File: src/rtl/fp_pkg.sv
// Shared constants and types for the pipelined floating-point add/subtract unit.
package fp_pkg;

    localparam logic [1:0] RM_RNE = 2'b00;
    localparam logic [1:0] RM_RTZ = 2'b01;
    localparam logic [1:0] RM_RUP = 2'b10;
    localparam logic [1:0] RM_RDN = 2'b11;

    // Bit positions within the 5-bit flags vector {NV, DZ, OF, UF, NX}
    localparam int unsigned FLG_NV = 4;
    localparam int unsigned FLG_DZ = 3;
    localparam int unsigned FLG_OF = 2;
    localparam int unsigned FLG_UF = 1;
    localparam int unsigned FLG_NX = 0;

    typedef enum logic [2:0] {
        CLS_ZERO,
        CLS_SUB,
        CLS_NORM,
        CLS_INF,
        CLS_QNAN,
        CLS_SNAN
    } fp_class_e;

    function automatic int unsigned fp_width(input int unsigned exp_w, input int unsigned man_w);
        return 1 + exp_w + man_w;
    endfunction

endpackage

File: src/rtl/fp_lzc.sv
// Parametrised leading-zero counter; an all-zero input returns WIDTH.
module fp_lzc #(
    parameter  int unsigned WIDTH = 27,
    localparam int unsigned CW    = $clog2(WIDTH + 1)
) (
    input  logic [WIDTH-1:0] data_i,
    output logic [CW-1:0]    count_o
);

    // Ascending scan: the highest set bit is the last one to write the count
    always_comb begin
        count_o = CW'(WIDTH);
        for (int i = 0; i < WIDTH; i++) begin
            if (data_i[i]) count_o = CW'(WIDTH - 1 - i);
        end
    end

endmodule

File: src/rtl/fp_addsub_pipe.sv
// Three-stage IEEE-754 add/subtract with valid/ready handshake and global stall.
// Define FP_ADDSUB_FTZ_EN to flush subnormal inputs and results to signed zero.
module fp_addsub_pipe
    import fp_pkg::*;
#(
    parameter  int unsigned EXP_W = 8,
    parameter  int unsigned MAN_W = 23,
    localparam int unsigned W     = fp_width(EXP_W, MAN_W)
) (
    input  logic         clk,
    input  logic         rst,
    input  logic         in_valid,
    output logic         in_ready,
    input  logic [W-1:0] op_a,
    input  logic [W-1:0] op_b,
    input  logic         op_sub,
    input  logic [1:0]   round_mode,
    output logic         out_valid,
    input  logic         out_ready,
    output logic [W-1:0] result,
    output logic [4:0]   flags
);

    localparam int unsigned SW = MAN_W + 4;           // hidden + fraction + G/R/S
    localparam int unsigned EW = EXP_W + 1;
    localparam int unsigned LW = $clog2(SW + 1);
    localparam int unsigned NW = (EW > LW) ? EW : LW;
    localparam logic [EXP_W-1:0] EXP_MAX = '1;
    localparam logic [EXP_W-1:0] EXP_TOP = EXP_MAX - EXP_W'(1);
    localparam logic [W-1:0] QNAN = {1'b0, EXP_MAX, 1'b1, {(MAN_W-1){1'b0}}};

    function automatic fp_class_e classify(input logic [W-1:0] x);
        logic [EXP_W-1:0] e;
        logic [MAN_W-1:0] f;
        e = x[W-2 -: EXP_W];
        f = x[MAN_W-1:0];
        if (e == '0)           return (f == '0) ? CLS_ZERO : CLS_SUB;
        else if (e == EXP_MAX) return (f == '0) ? CLS_INF : (f[MAN_W-1] ? CLS_QNAN : CLS_SNAN);
        else                   return CLS_NORM;
    endfunction

    logic v1_q, v2_q, out_valid_q;
    logic spec1_q, nv1_q, sign1_q, effsub1_q;
    logic [W-1:0] specres1_q;
    logic [EXP_W-1:0] exp1_q;
    logic [SW-1:0] big1_q, sml1_q;
    logic [1:0] rm1_q;
    logic spec2_q, nv2_q, sign2_q;
    logic [W-1:0] specres2_q;
    logic [EW-1:0] exp2_q;
    logic [SW-1:0] sig2_q;
    logic [1:0] rm2_q;
    logic [W-1:0] result_q;
    logic [4:0] flags_q;

    assign in_ready  = !(out_valid_q && !out_ready);
    assign out_valid = out_valid_q;
    assign result    = result_q;
    assign flags     = flags_q;

    // S1: classify, resolve specials, order by magnitude and align the smaller operand
    fp_class_e cls_a, cls_b;
    logic sa, sb, swap, s_big;
    logic [EXP_W-1:0] ea, eb, e_big, e_dif;
    logic [MAN_W:0] ma, mb, m_big, m_sml;
    logic [LW-1:0] sh;
    logic [SW-1:0] sml_ext, sml_mask, sml_shf, sml_d;
    logic spec_d, nv_d;
    logic [W-1:0] specres_d;

    always_comb begin
        cls_a = classify(op_a);
        cls_b = classify(op_b);
`ifdef FP_ADDSUB_FTZ_EN
        if (cls_a == CLS_SUB) cls_a = CLS_ZERO;
        if (cls_b == CLS_SUB) cls_b = CLS_ZERO;
`endif
        sa = op_a[W-1];
        sb = op_b[W-1] ^ op_sub;
        ea = (op_a[W-2 -: EXP_W] == '0) ? EXP_W'(1) : op_a[W-2 -: EXP_W];
        eb = (op_b[W-2 -: EXP_W] == '0) ? EXP_W'(1) : op_b[W-2 -: EXP_W];
        ma = (cls_a == CLS_ZERO) ? '0 : {op_a[W-2 -: EXP_W] != '0, op_a[MAN_W-1:0]};
        mb = (cls_b == CLS_ZERO) ? '0 : {op_b[W-2 -: EXP_W] != '0, op_b[MAN_W-1:0]};
        swap  = {eb, mb} > {ea, ma};
        s_big = swap ? sb : sa;
        e_big = swap ? eb : ea;
        m_big = swap ? mb : ma;
        m_sml = swap ? ma : mb;
        e_dif = e_big - (swap ? ea : eb);
        sh       = (32'(e_dif) > SW - 1) ? LW'(SW - 1) : LW'(e_dif);
        sml_ext  = {m_sml, 3'b000};
        sml_mask = ~({SW{1'b1}} << sh);
        sml_shf  = sml_ext >> sh;
        sml_d    = {sml_shf[SW-1:1], sml_shf[0] | (|(sml_ext & sml_mask))};

        spec_d    = 1'b0;
        nv_d      = 1'b0;
        specres_d = '0;
        if (cls_a inside {CLS_QNAN, CLS_SNAN} || cls_b inside {CLS_QNAN, CLS_SNAN}) begin
            spec_d    = 1'b1;
            specres_d = QNAN;
            nv_d      = (cls_a == CLS_SNAN) || (cls_b == CLS_SNAN);
        end else if (cls_a == CLS_INF && cls_b == CLS_INF) begin
            spec_d    = 1'b1;
            specres_d = (sa != sb) ? QNAN : {sa, EXP_MAX, {MAN_W{1'b0}}};
            nv_d      = (sa != sb);
        end else if (cls_a == CLS_INF || cls_b == CLS_INF) begin
            spec_d    = 1'b1;
            specres_d = {(cls_a == CLS_INF) ? sa : sb, EXP_MAX, {MAN_W{1'b0}}};
        end
    end

    // S2: magnitude add/subtract and normalise, never below exponent 1
    logic [SW:0] sum;
    logic [LW-1:0] lz;
    logic [NW-1:0] lim, shl;
    logic [SW-1:0] norm_d;
    logic [EW-1:0] nexp_d;
    logic sign2_d;

    fp_lzc #(.WIDTH(SW)) u_lzc (
        .data_i  (sum[SW-1:0]),
        .count_o (lz)
    );

    always_comb begin
        sum = effsub1_q ? ({1'b0, big1_q} - {1'b0, sml1_q}) : ({1'b0, big1_q} + {1'b0, sml1_q});
        lim = NW'(exp1_q) - NW'(1);
        shl = (NW'(lz) < lim) ? NW'(lz) : lim;
        if (sum[SW]) begin
            norm_d = {sum[SW:2], sum[1] | sum[0]};
            nexp_d = EW'(exp1_q) + EW'(1);
        end else begin
            norm_d = sum[SW-1:0] << shl;
            nexp_d = EW'(exp1_q) - EW'(shl);
        end
        sign2_d = sign1_q;
        if (sum == '0 && effsub1_q) sign2_d = (rm1_q == RM_RDN);
    end

    // S3: round, detect overflow/underflow, pack
    logic nx, up, hid, ovf, to_inf;
    logic [MAN_W+1:0] rnd;
    logic [MAN_W-1:0] frac;
    logic [EW-1:0] fexp;
    logic [W-1:0] res_d;
    logic [4:0] flg_d;

    always_comb begin
        res_d = '0;
        flg_d = '0;
        nx    = |sig2_q[2:0];
        case (rm2_q)
            RM_RNE:  up = sig2_q[2] & ((|sig2_q[1:0]) | sig2_q[3]);
            RM_RUP:  up = nx & !sign2_q;
            RM_RDN:  up = nx & sign2_q;
            default: up = 1'b0;
        endcase
        rnd = {1'b0, sig2_q[SW-1:3]} + (MAN_W+2)'(up);
        if (rnd[MAN_W+1]) begin
            fexp = exp2_q + EW'(1);
            frac = '0;
            hid  = 1'b1;
        end else begin
            fexp = exp2_q;
            frac = rnd[MAN_W-1:0];
            hid  = rnd[MAN_W];
        end
        ovf    = fexp >= EW'(EXP_MAX);
        to_inf = (rm2_q == RM_RNE) || (rm2_q == RM_RUP && !sign2_q) || (rm2_q == RM_RDN && sign2_q);
        res_d  = {sign2_q, (hid ? fexp[EXP_W-1:0] : {EXP_W{1'b0}}), frac};
        if (spec2_q) begin
            res_d         = specres2_q;
            flg_d[FLG_NV] = nv2_q;
        end else if (ovf) begin
            flg_d[FLG_OF] = 1'b1;
            flg_d[FLG_NX] = 1'b1;
            res_d = to_inf ? {sign2_q, EXP_MAX, {MAN_W{1'b0}}} : {sign2_q, EXP_TOP, {MAN_W{1'b1}}};
        end else begin
            flg_d[FLG_NX] = nx;
            if (!hid) begin
`ifdef FP_ADDSUB_FTZ_EN
                if (nx || frac != '0) begin
                    res_d         = {sign2_q, {(W-1){1'b0}}};
                    flg_d[FLG_UF] = 1'b1;
                    flg_d[FLG_NX] = 1'b1;
                end
`else
                flg_d[FLG_UF] = nx;
`endif
            end
        end
    end

    // Pipeline registers; everything holds while the output is stalled
    always_ff @(posedge clk or posedge rst) begin
        if (rst) begin
            v1_q <= 1'b0; v2_q <= 1'b0; out_valid_q <= 1'b0;
            spec1_q <= 1'b0; nv1_q <= 1'b0; sign1_q <= 1'b0; effsub1_q <= 1'b0;
            specres1_q <= '0; exp1_q <= '0; big1_q <= '0; sml1_q <= '0; rm1_q <= '0;
            spec2_q <= 1'b0; nv2_q <= 1'b0; sign2_q <= 1'b0;
            specres2_q <= '0; exp2_q <= '0; sig2_q <= '0; rm2_q <= '0;
            result_q <= '0; flags_q <= '0;
        end else if (in_ready) begin
            v1_q        <= in_valid;
            v2_q        <= v1_q;
            out_valid_q <= v2_q;
            if (in_valid) begin
                spec1_q <= spec_d; nv1_q <= nv_d; specres1_q <= specres_d;
                sign1_q <= s_big; effsub1_q <= sa ^ sb; exp1_q <= e_big;
                big1_q <= {m_big, 3'b000}; sml1_q <= sml_d; rm1_q <= round_mode;
            end
            if (v1_q) begin
                spec2_q <= spec1_q; nv2_q <= nv1_q; specres2_q <= specres1_q;
                sign2_q <= sign2_d; exp2_q <= nexp_d; sig2_q <= norm_d; rm2_q <= rm1_q;
            end
            if (v2_q) begin
                result_q <= res_d;
                flags_q  <= flg_d;
            end
        end
    end

endmodule

File: config.mk
export PLATFORM = sky130hd
export DESIGN_NAME = fp_addsub_pipe
export DESIGN_NICKNAME = d
export VERILOG_FILES = /design/src/rtl/fp_pkg.sv /design/src/rtl/fp_lzc.sv /design/src/rtl/fp_addsub_pipe.sv
export SDC_FILE = /design/constraint.sdc
export NUM_CORES = 1
export LEC_CHECK = 0
export ABC_AREA = 1
export CAP_MARGIN = 30
export CORE_MARGIN = 2
export CORE_UTILIZATION = 62
export CTS_BUF_LIST = sky130_fd_sc_hd__clkbuf_16
export DETAILED_ROUTE_END_ITERATION = 8
export GPL_ROUTABILITY_DRIVEN = 0
export HOLD_SLACK_MARGIN = 0.1
export MAX_ROUTING_LAYER = met4
export PLACE_DENSITY = 0.81
export REMOVE_ABC_BUFFERS = 1
export SLEW_MARGIN = 20
export SYNTH_ARGS = -nofsm -noshare
export SYNTH_HDL_FRONTEND = slang
export SYNTH_HIERARCHICAL = 1
export SYNTH_SLANG_ARGS = --single-unit
File: constraint.sdc
create_clock -name clk -period 18.77 [get_ports clk]
set_input_delay 3.754 -clock clk [delete_from_list [all_inputs] [get_ports clk]]
set_output_delay 3.754 -clock clk [all_outputs]
set_load 0.02 [all_outputs]
Word-level counts from Yosys, hierarchy flattened --
Cells that the tools add are included.
Operators by class: bitwise logic cells 11, eq/ne operators 12, order comparisons 4, reduce and logical (&&, ||, !) cells 31, add/sub/neg operators 8, divide/modulo/power cells 0, shifts and indexed selects 3, $mul 0, mux-type cells 76
Operator list (count):
- 32-bit two-way mux | 5
- 24-bit two-way mux | 5
- 5-bit two-way mux | 17
- 23-bit zero test | 2
- 8-bit two-way mux | 5
- 32-bit > comparator | 1
- 4-bit two-way mux | 8
- 31-bit two-way mux | 1
- 27-bit by 27-bit adder with 28-bit output | 1
- 28-bit zero test | 1
- 28-bit two-way mux | 1
- 27-bit by 27-bit subtractor with 28-bit output | 1
- 27-bit AND | 1
- 27-bit two-way mux | 1
- 9-bit two-way mux | 3
- 27-bit inverter | 1
- 27-bit OR reduction | 1
- 27-bit by 5-bit left shift with 27-bit output, first input constant | 1
- 27-bit by 9-bit left shift with 27-bit output | 1
- 27-bit by 5-bit right shift with 27-bit output | 1
- 24-bit by 1-bit adder with 25-bit output | 1
- 23-bit two-way mux | 1
- 3-bit two-way mux | 7
- 1-bit two-way mux | 19
- other kinds (30) | 59
Word-level totals: register bits after elaboration 209, output and inout bits 39, memories 0, memory bits (writable) 0, ROM bits 0, bits in latches 0, logic and storage cells 166

Logic depth before layout (Yosys ltp) --
depth after elaboration 33, mapped depth 54, mapped depth without buffers 52

By module --
Netlist, hierarchy kept.
Modules (own cells, without submodules):
- fp_addsub_pipe | area each 15165.8 um^2, cells each 2471, times used 1
- fp_lzc | area each 352.8 um^2, cells each 80, times used 1

Worst setup path before layout --
No wires, ideal clock.
path kind input -> output, start point in out_ready, end point out in_ready, slack 10964 ps, data arrival time 4052 ps, required time 15016 ps, stages 2, path through nor2_1 inv_1
Between the ends: word-level cells in the longest chain between the ends 3
RTL lines:
- start: declaration | line fp_addsub_pipe.sv:19 | input logic out_ready,
- 1-bit zero test | line fp_addsub_pipe.sv:56 | assign in_ready = !(out_valid_q && !out_ready);
- 1-bit logical AND | line fp_addsub_pipe.sv:56
- 1-bit zero test | line fp_addsub_pipe.sv:56
- end: declaration | line fp_addsub_pipe.sv:13 | output logic in_ready,
Every way passes these cells.

Worst setup path after layout --
start point in op_a[26], end point reg sml1_q[2]
Between the ends: word-level cells in the longest chain between the ends 11, elaborated cells between the ends (all ways) 16
RTL lines:
- start: declaration | line fp_addsub_pipe.sv:14 | input logic [W-1:0] op_a,
- 8-bit equality test | line fp_addsub_pipe.sv:38 | else if (e == EXP_MAX) return (f == '0) ? CLS_INF : (f[MAN_W-1] ? CLS_QNAN : CLS_SNAN);
- 3-bit two-way mux | line fp_addsub_pipe.sv:38
- 3-bit two-way mux | line fp_addsub_pipe.sv:37 | if (e == '0) return (f == '0) ? CLS_ZERO : CLS_SUB;
- 3-bit zero test | line fp_addsub_pipe.sv:82 | ma = (cls_a == CLS_ZERO) ? '0 : {op_a[W-2 -: EXP_W] != '0, op_a[MAN_W-1:0]};
- 24-bit two-way mux | line fp_addsub_pipe.sv:82
- 32-bit > comparator | line fp_addsub_pipe.sv:84 | swap = {eb, mb} > {ea, ma};
- 8-bit two-way mux, on equally long branches | line fp_addsub_pipe.sv:86, fp_addsub_pipe.sv:89
- 8-bit subtractor | line fp_addsub_pipe.sv:89 | e_dif = e_big - (swap ? ea : eb);
- 8-bit by 5-bit > comparator with 1-bit output | line fp_addsub_pipe.sv:90 | sh = (32'(e_dif) > SW - 1) ? LW'(SW - 1) : LW'(e_dif);
- 5-bit two-way mux | line fp_addsub_pipe.sv:90
- 27-bit by 5-bit right shift with 27-bit output (*) | line fp_addsub_pipe.sv:93 | sml_shf = sml_ext >> sh;
- end signal: assignment | line fp_addsub_pipe.sv:211 | big1_q <= {m_big, 3'b000}; sml1_q <= sml_d; rm1_q <= round_mode;
- end: declaration | line fp_addsub_pipe.sv:46 | logic [SW-1:0] big1_q, sml1_q;
Mark *: on every way between the ends. The rest lies on a longest branch, timed or not. A chain may end at the register's enable or synchronous reset.

==> results.tsv <==
stage	metric	value	unit
critical_path	crit_required	19.14	ns
placed_design	hpwl	37.4	mm
clocking	root_buffer	clkbuf_16	
clocking	htree_levels	4	
grt	grt_pass1_vias	16000	
cells_and_area	drive_gt1_share	4.21	%
sta	rsz0062_at_grt	false	
placed_design	io_buffers	108	
floorplanning	design.core.area	24500	µm²
floorplanning	row_count	57	
critical_path	r2r-start	big1_q[3]$_DFFE_PP0P_	
critical_path	crit_arrival	10.03	ns
sta	setup_viol	0	
critical_path	critPathSlowestCell	clkinv_1	
sta	setup_slack	9.11	ns
clocking	clkTransAtPathRegs	0.08	ns
detailed_routing	first_iter_violations	1942	
pwr	ir_drop	0.000110	V
grt	overflow	0	
detailed_routing	wl_per_cell	16.8	µm
critical_path	cp_common_cell	nand2_1	
flow_run	maxCapViolCount	0	
sta	fmaxAchievable	103	MHz
min_path	worstHoldStart	v2_q$_DFFE_PP0N_	
cells_and_area	antenna_cells	0	
grt	grt_max_degree	99	
sta	skew	0.0230	ns
sta	worst_pin_slew	0.951	ns
placed_design	post_dp_cell_area	16500	µm²
critical_path	slowest_delay	0.73	ns
floorplanning	die_x	162	µm
detailed_routing	vias	17400	
synthesis	synth-seq-area-share	24.0	%
cells_and_area	final_cell_mix	nand2_1, inv_1, o21ai_0	
sta	slew_violations	0	
outcome	outcome	completed	
cells_and_area	final_area	17200	µm²
clocking	post_cts_buffers	0	
detailed_routing	first_pass_iters	6	
clocking	cts_buffer_depth	2	
min_path	min_path_type	reg2reg	
sta	setup_tns	0	ns
critical_path	critPathLaunch	op_a[26]	
critical_path	path_max_fanout	72	
clocking	cts_tree	built	
grt	grt_pass1_wl	79.0	mm
cells_and_area	area_growth	10.8	%
clocking	hold_buffers	0	
synthesis	ys.warnings.count	6	
synthesis	syn_inst	2551	
pwr	p_per_area	150	nW/µm²
detailed_routing	routed_wl	48.6	mm
critical_path	worstSetupStartpointType	input pin	
pwr	leakage	8.68	nW
synthesis	synth_cell_types	59	
synthesis	synth-async-reset-ratio	100	%
detailed_routing	postRouteAntennaNets	0	
sta	fin_crit_sh	51.5	%
cells_and_area	final_common_cell	nand2_1	
synthesis	ys_ff_latch	149	
sta	hold_violations	0	
grt	track_usage	38.2	%
floorplanning	ios	110	
detailed_routing	drc	0	
clocking	insertion_delay	0.44	ns
clocking	cts_resized	0	
floorplanning	initial_core_util	63.4	%
synthesis	synthFlopType	dfrtp_1	
synthesis	synth_edf_count	0	
sta	finalCriticalPeriod	9.66	ns
floorplanning	die_h	162	µm
detailed_routing	viasPerCell	6.02	
clocking	cts_buffers	17	
sta	max_slew_margin	36.4	%
cells_and_area	nets	2729	
critical_path	worstSetupPathType	in2reg	
placed_design	place_ws	8.80	ns
synthesis	synth.cell_area	15500	µm²
floorplanning	fp.dieArea	26300	µm²
synthesis	avgSynthCellArea	6.08	µm²
clocking	clkSinkCount	149	
critical_path	end_kind	flop	
grt	antenna_found_initial	0	
-- registers in the layout, indices dropped and copies added (netlist names), 2 cells and up --
signal	cells
specres1_q	2
specres2_q	2
result	32
rm1_q	2
exp1_q	8
sig2_q	27
big1_q	24
flags	4
exp2_q	9
rm2_q	2
sml1_q	27
-- logic make-up after synthesis --
family / after synthesis / synth area share (%)
AOI/OAI and AO/OA: 540 / 19.2
xor gates and xnor gates: 38 / 2.14
adders and majority gates: 104 / 8.48
buffers and inverters: 476 / 12.0
DFF: 149 / 24.0
muxes: 2 / 0.129
other: 1 / 0.0242
and+or+nand+nor: 1241 / 34.0
-- per-layer routing --
metal  wire length (µm)  track usage (%)
met1              19200             46.6
met4               2770             20.6
met5                  0                -
met2              22700             62.0
met3               4010             4.75
-- stage by stage --
stage	util, %	hold WS (ns)	std cells	power [mW]
2_1_floorplan	-	0.432	2411	1.67
3_3_place_gp	67.6	0.449	2857	2.13
3_5_place_dp	67.6	0.452	2857	2.16
4_1_cts	70.1	0.471	2889	2.52
5_1_grt	70.3	0.507	2891	2.81
6_report	70.3	0.473	2891	2.57
-- worst paths after layout --
kind                            cells past startpoint                    end  slack (ns)
min in group asynchronous                           2  sig2_q[5]$_DFFE_PP0P_        3.66
max in group asynchronous                           4  sml1_q[8]$_DFFE_PP0P_       13.69
worst min register to register                      2  out_valid$_DFFE_PP0N_        0.47
worst max register to register                     47  exp2_q[7]$_DFFE_PP0P_       10.20
worst min-delay path                                2  out_valid$_DFFE_PP0N_        0.47
worst max-delay path                               30  sml1_q[2]$_DFFE_PP0P_        9.11
-- critical path: cells and delay by family --
kind                     cells  cell delay [ns]
AND/OR/NAND/NOR             23             3.93
adder cells (fa/ha/maj)      2             0.80
buffers and inverters        5             1.52
-- synthesized netlist by cell type (all sizes together) (2+ instances only) --
master     n  area (µm²)
mux2i      2        20.0
o211ai    32         260
a21o       5        37.5
o32ai      2        17.5
nor3      30         161
a31oi     20         125
o2111ai    3        26.3
clkinv     6        22.5
o31ai      7        52.6
or2       21         131
xnor2      5        43.8
nor4      19         125
nor2     217         855
a21oi    137         689
xor2      33         289
nand3    203        1030
o221ai     2        17.5
inv      329        1230
ha       102        1280
fa         2        40.0
a22oi      2        15.0
o21ai    295        1480
a21boi     6        45.0
buf       31         174
nand4     40         265
o21bai     4        30.0
dfrtp    149        3730
clkbuf   109         409
o22ai     13        81.3
o21a       5        37.5
nand2    709        2700
-- report_power, final --
part           total [mW]  internal [mW]  switching [mW]
Sequential          0.542          0.434           0.108
Combinational        1.68          0.561            1.12
Clock               0.353          0.181           0.172
-- cell type report --
class	count	area, µm²
multi-input cells	1926	9930
fillers	2199	7260
flip-flops and latches	149	3730
inverters	336	1280
repair buffers	124	1240
clock buffers	17	425
well taps	324	405
clock inverters	15	183
No activity file was read; power rests on OpenSTA's default activity.
